File: config.mk
export PLATFORM = sky130hd
export DESIGN_NAME = orbit_pair
export DESIGN_NICKNAME = d
export VERILOG_FILES = /design/src/rtl/orbit_pair.sv
export SDC_FILE = /design/constraint.sdc
export NUM_CORES = 1
export LEC_CHECK = 0
export CAP_MARGIN = 20
export CORE_MARGIN = 2
export CORE_UTILIZATION = 59
export CTS_CLUSTER_SIZE = 40
export DETAILED_ROUTE_END_ITERATION = 8
export MAX_ROUTING_LAYER = met4
export PLACE_DENSITY = 0.82
export SLEW_MARGIN = 20
export SYNTH_ARGS = -nofsm -noshare
export SYNTH_HDL_FRONTEND = slang
export SYNTH_SLANG_ARGS = --single-unit
File: constraint.sdc
create_clock -name frame_clk -period 5.69 [get_ports frame_clk]
set_input_delay 0.8535 -clock frame_clk [delete_from_list [all_inputs] [get_ports frame_clk]]
set_output_delay 0.8535 -clock frame_clk [all_outputs]
set_load 0.02 [all_outputs]
File: src/rtl/orbit_pair.sv
// orbit_pair: two-ball orbit engine; one reversible Minsky rotation state drives both balls 180 deg apart.
// Optional Angle output and step counter are enabled by defining ORBIT_ANGLE_OUT_EN.
module orbit_pair #(
  parameter int         X_CENTER      = 320,
  parameter int         Y_CENTER      = 360,
  parameter int         RADIUS        = 80,
  parameter int         FRAC          = 8,
  parameter int         SHIFT         = 5,
  parameter int         FRAME_DIV     = 1,
  parameter logic [7:0] KEY_CW        = 8'h07,
  parameter logic [7:0] KEY_CCW       = 8'h04,
  parameter logic [7:0] KEY_RESTART   = 8'h2C,
  parameter int         BALL_SIZE     = 4,
  parameter int         STEPS_PER_REV = 201
) (
  input  logic       frame_clk,
  input  logic       Reset,
  input  logic [7:0] keycode,
  input  logic       Dead,
  output logic [9:0] BlueX,
  output logic [9:0] BlueY,
  output logic [9:0] RedX,
  output logic [9:0] RedY,
  output logic [9:0] BallS,
  output logic       Alive
`ifdef ORBIT_ANGLE_OUT_EN
  ,
  output logic [8:0] Angle
`endif
);

  localparam int W = 11 + FRAC;
  localparam logic signed [W-1:0] OX_START = W'(RADIUS << FRAC);
  localparam logic [7:0] CNT_LAST = 8'(FRAME_DIV - 1);

  typedef enum logic [1:0] {
    ST_RUN     = 2'd0,
    ST_DEAD    = 2'd1,
    ST_RESPAWN = 2'd2
  } state_t;

  state_t                r_state;
  logic signed [W-1:0]   r_ox;
  logic signed [W-1:0]   r_oy;
  logic [7:0]            r_cnt;
  logic                  r_last_cw;

  logic signed [W-1:0]   w_cw_nx;
  logic signed [W-1:0]   w_cw_ny;
  logic signed [W-1:0]   w_ccw_nx;
  logic signed [W-1:0]   w_ccw_ny;
  logic                  w_is_cw;
  logic                  w_is_ccw;
  logic                  w_dir_key;
  logic [7:0]            w_cnt_eff;
  logic                  w_step;
  logic [7:0]            w_cnt_next;
  logic [9:0]            w_px;
  logic [9:0]            w_py;

  // Each direction updates one coordinate using the other's fresh value, which makes CW/CCW exact inverses.
  assign w_cw_nx  = r_ox - (r_oy >>> SHIFT);
  assign w_cw_ny  = r_oy + (w_cw_nx >>> SHIFT);
  assign w_ccw_ny = r_oy - (r_ox >>> SHIFT);
  assign w_ccw_nx = r_ox + (w_ccw_ny >>> SHIFT);

  assign w_is_cw   = (keycode == KEY_CW);
  assign w_is_ccw  = (keycode == KEY_CCW);
  assign w_dir_key = w_is_cw | w_is_ccw;

  // A direction reversal behaves like a fresh press: the divider restarts from zero.
  assign w_cnt_eff  = (w_is_cw == r_last_cw) ? r_cnt : 8'd0;
  assign w_step     = (w_cnt_eff == 8'd0);
  assign w_cnt_next = (w_cnt_eff == CNT_LAST) ? 8'd0 : (w_cnt_eff + 8'd1);

`ifdef ORBIT_ANGLE_OUT_EN
  localparam logic [8:0] ANG_LAST = 9'(STEPS_PER_REV - 1);
  logic [8:0] r_angle;
  logic [8:0] w_angle_inc;
  logic [8:0] w_angle_dec;

  assign w_angle_inc = (r_angle == ANG_LAST) ? 9'd0 : (r_angle + 9'd1);
  assign w_angle_dec = (r_angle == 9'd0) ? ANG_LAST : (r_angle - 9'd1);
  assign Angle       = r_angle;

  // Net CW step counter, wrapping modulo STEPS_PER_REV, cleared on reset and restart.
  always_ff @(posedge frame_clk or posedge Reset) begin
    if (Reset) begin
      r_angle <= 9'd0;
    end else begin
      case (r_state)
        ST_RUN: begin
          if (!Dead && w_dir_key && w_step) begin
            r_angle <= w_is_cw ? w_angle_inc : w_angle_dec;
          end else begin
            r_angle <= r_angle;
          end
        end
        ST_DEAD: begin
          if (keycode == KEY_RESTART) begin
            r_angle <= 9'd0;
          end else begin
            r_angle <= r_angle;
          end
        end
        default: r_angle <= r_angle;
      endcase
    end
  end
`endif

  // Game FSM with rotation state and frame divider.
  always_ff @(posedge frame_clk or posedge Reset) begin
    if (Reset) begin
      r_state   <= ST_RUN;
      r_ox      <= OX_START;
      r_oy      <= '0;
      r_cnt     <= 8'd0;
      r_last_cw <= 1'b0;
    end else begin
      case (r_state)
        ST_RUN: begin
          if (Dead) begin
            r_state <= ST_DEAD;
          end else if (w_dir_key) begin
            r_cnt     <= w_cnt_next;
            r_last_cw <= w_is_cw;
            if (w_step) begin
              if (w_is_cw) begin
                r_ox <= w_cw_nx;
                r_oy <= w_cw_ny;
              end else begin
                r_ox <= w_ccw_nx;
                r_oy <= w_ccw_ny;
              end
            end else begin
              r_ox <= r_ox;
            end
          end else begin
            r_cnt <= 8'd0;
          end
        end
        ST_DEAD: begin
          if (keycode == KEY_RESTART) begin
            r_ox    <= OX_START;
            r_oy    <= '0;
            r_cnt   <= 8'd0;
            r_state <= ST_RESPAWN;
          end else begin
            r_state <= ST_DEAD;
          end
        end
        ST_RESPAWN: begin
          if (keycode == 8'd0) begin
            r_state <= ST_RUN;
          end else begin
            r_state <= ST_RESPAWN;
          end
        end
        default: begin
          r_state <= ST_RUN;
        end
      endcase
    end
  end

  // Slicing above the fraction equals the floor shift; only the low 10 bits reach the screen.
  assign w_px  = r_ox[FRAC +: 10];
  assign w_py  = r_oy[FRAC +: 10];
  assign RedX  = 10'(X_CENTER) + w_px;
  assign RedY  = 10'(Y_CENTER) + w_py;
  assign BlueX = 10'(X_CENTER) - w_px;
  assign BlueY = 10'(Y_CENTER) - w_py;
  assign BallS = 10'(BALL_SIZE);
  assign Alive = (r_state == ST_RUN);

endmodule

[Word-level counts from Yosys, hierarchy flattened]
Cells that the tools add are included.
Storage, ports and cells
  register bits after elaboration: 49
  input port bits: 11
  output and inout port bits: 51
Cells by class
  add/sub/neg operators: 9
  equal/unequal tests: 11
  muxes and demuxes: 22
  bitwise logic cells: 2
  reduce and logical (&&, ||, !) cells: 7
Operators with widths (count)
  19-bit 2-to-1 mux: 10
  19-bit one-hot mux with 2 select lines: 2
  8-bit 2-to-1 mux: 5
  19-bit by 14-bit adder with 19-bit output: 2
  19-bit by 14-bit subtractor with 19-bit output: 2
  9-bit by 10-bit adder with 10-bit output (first input constant): 2
  9-bit by 10-bit subtractor with 10-bit output (first input constant): 2
  8-bit by 3-bit == test with 1-bit output (second input constant): 2
  8-bit zero test: 2
  8-bit one-hot mux with 2 select lines: 1
  8-bit by 1-bit adder with 8-bit output (second input constant): 1
  8-bit by 6-bit == test with 1-bit output (second input constant): 1
  2-bit 2-to-1 mux: 3
  2-bit != test (second input constant): 3
  2-bit one-hot mux with 3 select lines: 1
  3-bit AND reduction: 2
  5-bit AND reduction: 1
  2-bit by 1-bit != test with 1-bit output (second input constant): 2
  2-bit by 1-bit == test with 1-bit output (second input constant): 1
  2-bit == test (second input constant): 1
  2-bit zero test: 1
  2-bit nonzero test: 1
  1-bit == test: 1
  1-bit inverter: 1
  1-bit bitwise OR: 1

[Logic depth before layout (Yosys ltp)]
Gate-level depths: netlist of run 1.
  depth after elaboration: 8
  gate-level depth with buffers: 21
  depth with buffers taken out: 21

[Worst setup path before layout of run 1]
Ideal clock, no wire load.
  path type: register to register
  from: reg r_ox[9]
  to: reg r_ox[18]
  data arrival time: 4166 ps
  data required time: 5564 ps
  path slack: 1398 ps
  cell stages (with the launch flop): 20
  buffers on the path: 0
  period minus slack after synthesis: 4292 ps
  path through: dfrtp_1 -> inv_1 -> ha_1 -> a21o_1 -> a21oi_2 -> o21ai_1 -> o31ai_1 -> a21oi_1 -> a21oi_1 -> xnor2_1 -> ha_1 -> a21o_1 -> a221oi_2 -> a21oi_1 -> o31a_1 -> o211a_1 -> a311oi_1 -> xnor3_1 -> o21ai_1 -> a311o_1
Between the ends
  longest elaborated chain between the ends: 7
  elaborated cells between the ends (all ways): 8
Ends and longest elaborated chain
  start, declared: RTL line 43  | logic signed [W-1:0] r_ox;
  start signal, assigned: RTL line 130  | r_ox <= w_cw_nx;
  start signal, assigned: RTL line 133  | r_ox <= w_ccw_nx;
  start signal, assigned: RTL line 137  | r_ox <= r_ox;
  19-bit by 14-bit subtractor with 19-bit output: RTL line 64  | assign w_ccw_ny = r_oy - (r_ox >>> SHIFT);
  19-bit by 14-bit adder with 19-bit output: RTL line 65  | assign w_ccw_nx = r_ox + (w_ccw_ny >>> SHIFT);
  19-bit 2-to-1 mux (*): RTL line 129  | if (w_is_cw) begin
  19-bit 2-to-1 mux (*): RTL line 128  | if (w_step) begin
  19-bit 2-to-1 mux (*): RTL line 125  | end else if (w_dir_key) begin
  19-bit 2-to-1 mux (*): RTL line 123  | if (Dead) begin
  19-bit one-hot mux with 2 select lines (*): RTL line 121  | case (r_state)
Every way passes the cells marked *; elsewhere a longest branch is shown, timed or not. The select of a mux whose other input is x is not followed.
A chain may end at the register's enable or synchronous reset.

[Final worst setup path of run 1]
Ends and elaborated chain as after synthesis.

==> summary.txt, run 1 <==
Routing
  – Routed wire length per instance: 18.6 um
  – DRT Wirelength: 17.6 mm
  – Post-route DRC: 0
  – Via density: 6.38
  – Vias: 6025
  – ANT nets after route: 0
  – Number of DRC markers in iteration 0: 543
  – DR pass1 iterations: 7

Global route
  – Vias in the first global route: 5846
  – Largest net degree at the start of global routing: 33
  – Gr usage total: 32.0%
  – Initial antenna violation count: 0
  – Global-route wire length before repair: 28.9 mm
  – Gr ovfl total: 0

Placed design
  – Placed cell count: 937
  – Post-DP Area: 6870 um^2
  – Port Buffers: 51
  – GP Congestion: 0.986
  – DP HPWL: 13.7 mm
  – Post-place setup slack: 0.856 ns

Clocking
  – Longest Clk Path Bufs: 2
  – CTS Buf Count: 5
  – Clock slew at reported path FFs: 0.11 ns
  – CTS sink cnt: 49
  – Postcts setup bufs: 0
  – # hold bufs at CTS: 0
  – Clock latency on the worst-skew pair: 0.33 ns
  – Cts repair resizes: 0
  – Clock Root Buffer: clkbuf_8
  – H-tree levels: 2
  – CTS tree: built

Setup path
  – Worst path max stage delay: 0.47 ns
  – Critical path fanouts, max: 6
  – Critical Path Start Type: register
  – Worst reg2reg path depth: 19
  – Crit path DAT: 5.22 ns
  – Critical path's slowest cell: dfrtp_1
  – Reg2Reg Launch Point: r_ox[9]$_DFFE_PP0P_
  – CP most frequent cell: a21oi_1
  – Worst setup path category: reg2reg
  – Required @ worst endpoint: 5.92 ns
  – Critical R2R Capture: r_ox[18]$_DFFE_PP0P_
  – Reg2reg setup slack: 0.70 ns
  – CP cell instances: inv_1 > ha_1 > a21o_1 > a21oi_2 > o21ai_1 > o31ai_1 > a21oi_1 > a21oi_1 > xnor2_1 > ha_1 > a21o_1 > a221oi_2 > a21oi_1 > o31a_1 > o211a_1 > a311oi_1 > xnor3_1 > o21ai_1 > a311o_1
  – Crit end category: register

Finish
  – Commonest cells after routing, fill and taps aside: ha_1 (86), a21oi_1 (69), xnor2_1 (66)
  – Area Overhead vs Synth: 9.94%
  – Commonest non-fill, non-tap cell in the layout: ha_1
  – Final non-filler cell area: 6990 um^2
  – Final cell count without fillers: 945
  – Share of layout cells above drive strength 1: 4.33%
  – Ant diodes: 0
  – Final Util: 67.1%
  – Nets: 909

Timing
  – Worst Skew: 0.0103 ns
  – Worst slew pin tran: 0.866 ns
  – RSZ-0062 raised after global routing: no
  – Post-layout min period: 4.99 ns
  – Setup Viol. Count Final: 0
  – Achievable Freq: 0.200 GHz
  – PnR worst setup slack: 0.699 ns
  – Final hold viol count: 0
  – Slew headroom: 42.1%
  – Final worst-path cycle share: 87.7%
  – Final TNS setup: 0 ns
  – Pins Over Slew Limit: 0

Yosys
  – Yosys top cell by area: dfrtp_1
  – Avg Cell Area, Syn: 8.16 um^2
  – Synth Register Bits: 49
  – Share of the synthesized area in the top cell type: 18.5%
  – FFs w/ async S/R, synth: 100%
  – Post-synth EDFFs: 0
  – Synth area leaders: dfrtp_1 (19%), ha_1 (17%), xnor2_1 (9.1%)
  – Sequential area share after synthesis: 19.3%
  – Area of the mapped netlist: 6360 um^2
  – Synthesized instance count: 779
  – Netlist cell types: 73
  – Yosys Warn Count: 0
  – Primary FF master, synth: dfrtp_1

Power
  – PwrDens: 619 nW/um^2
  – Max VDD drop: 447 uV
  – Leak pwr: 3.12 nW

Floorplan
  – Initial Util: 61.0%
  – Top-Level Pins: 62
  – Core Region: 10400 um^2
  – Die extent in y: 108 um
  – Rows: 37
  – Die Width: 108 um
  – Die area: 11600 um^2

Run
  – Max Cap Viol: 0

Hold path
  – HP Start: r_cnt[7]$_DFFE_PP0P_
  – Endpoint, Worst Hold: r_cnt[7]$_DFFE_PP0P_
  – Cells on Worst Hold Path: 1
  – Hold crit path type: reg2reg

Status
  – Status: finished clean
critical path, delay by kind of cell, from the launching register on:
kind | cells | cell delay (ns)
AO/OA/AOI/OAI | 14 | 3.23
XOR/XNOR | 2 | 0.37
adder cells (fa/ha/maj) | 2 | 0.70
buffers and inverters | 1 | 0.12
flip-flops | 1 | 0.47
per-stage QoR:
stage | hold WS [ns] | power (mW)
final | 0.487 | 4.33
after detailed placement | 0.478 | 3.96
after CTS | 0.493 | 4.27
after global placement | 0.465 | 3.85
after floorplan | 0.446 | 3.18
after global routing | 0.523 | 4.69
cells by family (layout without fill, tap and decap cells):
group / count (synthesis) / in the layout / synth area share (%)
AOI/OAI and AO/OA: 251 / 251 / 26.5
and+or+nand+nor: 203 / 203 / 15.5
adders and majority gates: 90 / 90 / 18.2
xor gates and xnor gates: 89 / 89 / 12.6
buffers and inverters: 87 / 109 / 6.48
DFF: 49 / 49 / 19.3
muxes: 8 / 8 / 1.28
other: 2 / 10 / 0.118
where the power goes:
part / internal [mW] / switching (mW) / total, mW
sequential: 0.412 / 0.106 / 0.517
clock: 0.135 / 0.150 / 0.286
combinational: 1.50 / 2.02 / 3.52
total: 2.05 / 2.28 / 4.33
area by class of cell:
| cell class | instances | area [um^2] |
|---|---|---|
| multi-input cells | 651 | 4750 |
| fillers | 884 | 3430 |
| flip-flops and latches | 49 | 1230 |
| repair buffers | 54 | 546 |
| inverters | 47 | 176 |
| well taps | 136 | 170 |
| clock buffers | 5 | 68.8 |
| clock inverters | 3 | 50.0 |
synthesized netlist by cell type, types with 9 or more instances:
master    instances
nand3_1          17
nand2_1          59
nor3_1           10
nand4_1           9
a21oi_1          69
ha_1             86
o22ai_1          10
nor2b_1          12
o21a_1            9
a211oi_1         10
a21o_1           27
dfrtp_1          47
xor2_1           21
xnor2_1          66
o31ai_1          11
clkbuf_1         12
nor2_1           62
o21ai_0          33
inv_1            46
o21ai_1          17
buf_4            21
worst max path at each step:
stage,startpoint,to,cells past startpoint
2_1_floorplan,r_ox[9]$_DFFE_PP0P_,r_ox[18]$_DFFE_PP0P_,19
3_3_place_gp,r_ox[9]$_DFFE_PP0P_,r_ox[18]$_DFFE_PP0P_,19
3_5_place_dp,r_ox[9]$_DFFE_PP0P_,r_ox[18]$_DFFE_PP0P_,19
4_1_cts,r_ox[9]$_DFFE_PP0P_,r_ox[18]$_DFFE_PP0P_,19
5_1_grt,r_ox[9]$_DFFE_PP0P_,r_ox[18]$_DFFE_PP0P_,19
6_report,r_ox[9]$_DFFE_PP0P_,r_ox[18]$_DFFE_PP0P_,19
registers in the layout, summed over array words and instances (netlist names):
name and cells:
r_state 2, r_cnt 8, r_oy 19, r_last_cw 1
r_ox 19
routing by layer:
metal	share of wire, %	vias to the layer above	track usage [%]
met5	0	-	-
met1	43	2881	40.7
met2	47	251	52.7
met3	6.5	42	4.48
met4	2.7	0	9.89
li1	-	2851	-
No activity file was read; power rests on OpenSTA's default activity.
==> run 2: changes to the inputs <==
--- a/config.mk
+++ b/config.mk
@@ -8,9 +8,9 @@
 export CAP_MARGIN = 20
 export CORE_MARGIN = 2
-export CORE_UTILIZATION = 59
+export CORE_UTILIZATION = 60
 export CTS_CLUSTER_SIZE = 40
 export DETAILED_ROUTE_END_ITERATION = 8
 export MAX_ROUTING_LAYER = met4
-export PLACE_DENSITY = 0.82
+export PLACE_DENSITY = 0.83
 export SLEW_MARGIN = 20
 export SYNTH_ARGS = -nofsm -noshare
==> constraint.sdc (replaced) <==
create_clock -name frame_clk -period 5.69 [get_ports frame_clk]
set_input_delay 1.707 -clock frame_clk [delete_from_list [all_inputs] [get_ports frame_clk]]
set_output_delay 1.707 -clock frame_clk [all_outputs]
set_load 0.02 [all_outputs]
==> summary.txt, run 2 (synthesis gave the netlist of run 1 again) <==
Power
  – Switching share of power: 53.3% (was 52.6%)
  – Internal Power: 2.06 mW (was 2.05 mW)
  – Flop pwr share: 12.0% (about the same)
  – Clock Power Share: 6.3% (was 6.6%)
  – Sw Pwr: 2.34 mW (was 2.28 mW)
  – Leak pwr: 3.11 nW (was 3.12 nW)
  – Max VDD drop: 520 uV (was 447 uV)
  – Power share of the combinational group: 81.7% (was 81.4%)
  – PwrDens: 631 nW/um^2 (was 619 nW/um^2)

Placed design
  – Placed cell count: 937 (unchanged)
  – Port Buffers: 51 (unchanged)
  – GP Congestion: 0.980 (was 0.986)
  – DP HPWL: 14.3 mm (was 13.7 mm)
  – Post-DP Area: 6860 um^2 (was 6870 um^2)
  – Post-place setup slack: 0.659 ns (was 0.856 ns)

Global route
  – Largest net degree at the start of global routing: 50 (was 33)
  – Gr ovfl total: 0 (unchanged)
  – Global-route wire length before repair: 29.7 mm (was 28.9 mm)
  – Gr usage total: 33.4% (was 32.0%)
  – Initial antenna violation count: 0 (unchanged)
  – Vias in the first global route: 6053 (was 5846)

Clocking
  – Clock Root Buffer: clkbuf_8 (unchanged)
  – Clock slew at reported path FFs: 0.11 ns (about the same)
  – Postcts setup bufs: 0 (unchanged)
  – CTS sink cnt: 49 (unchanged)
  – Longest Clk Path Bufs: 2 (unchanged)
  – # hold bufs at CTS: 0 (unchanged)
  – Cts repair resizes: 0 (unchanged)
  – H-tree levels: 2 (unchanged)
  – CTS Buf Count: 5 (unchanged)
  – CTS tree: built (unchanged)
  – Clock latency on the worst-skew pair: 0.32 ns (was 0.33 ns)

Floorplan
  – Die extent in y: 107 um (was 108 um)
  – Initial Util: 61.6% (was 61.0%)
  – Rows: 37 (unchanged)
  – Core Region: 10300 um^2 (was 10400 um^2)
  – Top-Level Pins: 62 (unchanged)
  – Die Width: 107 um (was 108 um)
  – Die area: 11400 um^2 (was 11600 um^2)

Routing
  – ANT nets after route: 0 (unchanged)
  – Wire length on met1: 7.81 mm (was 7.62 mm)
  – DRT Wirelength: 18.1 mm (was 17.6 mm)
  – Via density: 6.37 (was 6.38)
  – Post-route DRC: 0 (unchanged)
  – Vias: 6017 (was 6025)
  – DR pass1 iterations: 5 (was 7)
  – Number of DRC markers in iteration 0: 426 (was 543)
  – Routed wl met3: 1.30 mm (was 1.15 mm)
  – Met2 wirelength from detailed routing: 8.50 mm (was 8.32 mm)
  – Max layer used: met4 (unchanged)
  – Routed wire length per instance: 19.1 um (was 18.6 um)

Finish
  – Multi-input gate area: 4750 um^2 (about the same)
  – Area Overhead vs Synth: 9.68% (was 9.94%)
  – Final cell count without fillers: 945 (unchanged)
  – Register Area: 1230 um^2 (unchanged)
  – Share of layout cells above drive strength 1: 4.20% (was 4.33%)
  – Ant diodes: 0 (unchanged)
  – Top Registers: r_ox (19), r_oy (19), r_cnt (8) (unchanged)
  – Commonest non-fill, non-tap cell in the layout: ha_1 (unchanged)
  – Commonest cells after routing, fill and taps aside: ha_1 (86), a21oi_1 (69), xnor2_1 (66) (unchanged)
  – Fillers: 882 (was 884)
  – Final non-filler cell area: 6970 um^2 (was 6990 um^2)
  – Nets: 909 (unchanged)

Timing
  – Final hold viol count: 0 (unchanged)
  – Final TNS setup: 0 ns (unchanged)
  – Pins Over Slew Limit: 0 (unchanged)
  – Slew headroom: 39.3% (was 42.1%)
  – Post-layout min period: 5.17 ns (was 4.99 ns)
  – RSZ-0062 raised after global routing: no (unchanged)
  – Achievable Freq: 0.193 GHz (was 0.200 GHz)
  – Worst slew pin tran: 0.910 ns (was 0.866 ns)
  – Worst Skew: 0.00973 ns (was 0.0103 ns)
  – Fin Hold WS: 0.512 ns (was 0.487 ns)
  – Final worst-path cycle share: 90.9% (was 87.7%)
  – Setup Viol. Count Final: 0 (unchanged)
  – PnR worst setup slack: 0.518 ns (was 0.699 ns)

Setup path
  – Family with the most delay on the worst path: compound AO/OA/AOI/OAI gates (unchanged)
  – CP cell instances: inv_1 > ha_1 > a21o_1 > a21oi_2 > o21ai_1 > o31ai_1 > a21oi_1 > a21oi_1 > xnor2_1 > ha_1 > a21o_1 > a221oi_2 > a21oi_1 > o31a_1 > o211a_1 > a311oi_1 > xnor3_1 > o21ai_1 > a311o_1 (unchanged)
  – CP most frequent cell: a21oi_1 (unchanged)
  – Required @ worst endpoint: 5.91 ns (was 5.92 ns)
  – Worst Path Buf+Inv: 1 (unchanged)
  – Critical Path Start Type: register (unchanged)
  – Critical path fanouts, max: 6 (unchanged)
  – Worst path max stage delay: 0.52 ns (was 0.47 ns)
  – Worst setup path category: reg2reg (unchanged)
  – Critical path's slowest cell: dfrtp_1 (unchanged)
  – Crit path DAT: 5.39 ns (was 5.22 ns)
  – Crit end category: register (unchanged)

Hold path
  – Hold crit path type: reg2reg (unchanged)

Status
  – Status: finished clean (unchanged)

Run
  – Max Cap Viol: 0 (unchanged)
-- run 2: area by class of cell --
| class | count | area share [%] |
|---|---|---|
| sequential | 49 | 17.6 |
| multi-input combinational | 651 | 68.1 |
| clock inverter | 3 | 0.682 |
| tap | 136 | 2.44 |
| inverter | 47 | 2.55 |
| clock buffer | 5 | 0.987 |
| timing repair buffer | 54 | 7.64 |
-- run 2: stage by stage --
| stage | total power [mW] | util (%) |
|---|---|---|
| 2_1_floorplan | 3.18 | - |
| 3_3_place_gp | 3.89 | 66.4 |
| 3_5_place_dp | 4.02 | 66.4 |
| 4_1_cts | 4.32 | 67.5 |
| 5_1_grt | 4.75 | 67.5 |
| 6_report | 4.40 | 67.5 |
-- run 2: path summary, 6_finish.rpt --
check	start	to	slack, ns	cells past startpoint
max in group asynchronous	Reset	r_oy[11]$_DFFE_PP0P_	3.30	2
min in group asynchronous	Reset	r_ox[13]$_DFFE_PP0P_	1.87	2
max reg2reg	r_ox[9]$_DFFE_PP0P_	r_ox[18]$_DFFE_PP0P_	0.52	19
min	r_cnt[7]$_DFFE_PP0P_	r_cnt[7]$_DFFE_PP0P_	0.51	1
min reg2reg	r_cnt[7]$_DFFE_PP0P_	r_cnt[7]$_DFFE_PP0P_	0.51	1
max	r_ox[9]$_DFFE_PP0P_	r_ox[18]$_DFFE_PP0P_	0.52	19
-- run 2: power groups by stage --
| stage | Combinational [mW] | Clock, mW | Sequential [mW] |
|---|---|---|---|
| after CTS | 3.52 | 0.276 | 0.523 |
| after global routing | 3.92 | 0.293 | 0.536 |
| after detailed placement | 3.49 | 0 | 0.530 |
| after global placement | 3.37 | 0 | 0.525 |
| after floorplan | 2.70 | 0 | 0.485 |
| final | 3.60 | 0.278 | 0.528 |
-- run 2: layer usage --
metal	vias to the layer above	GRT usage (%)
li1	2846	-
met1	2858	41.9
met2	267	54.9
met3	46	5.84
met4	0	10.8
met5	-	-
==> run 3: changes to the inputs <==
Settings changed: CAP_MARGIN 20 to 0.
==> results of run 3 <==
Final layout, timing and power as in run 2 (identical DEF).
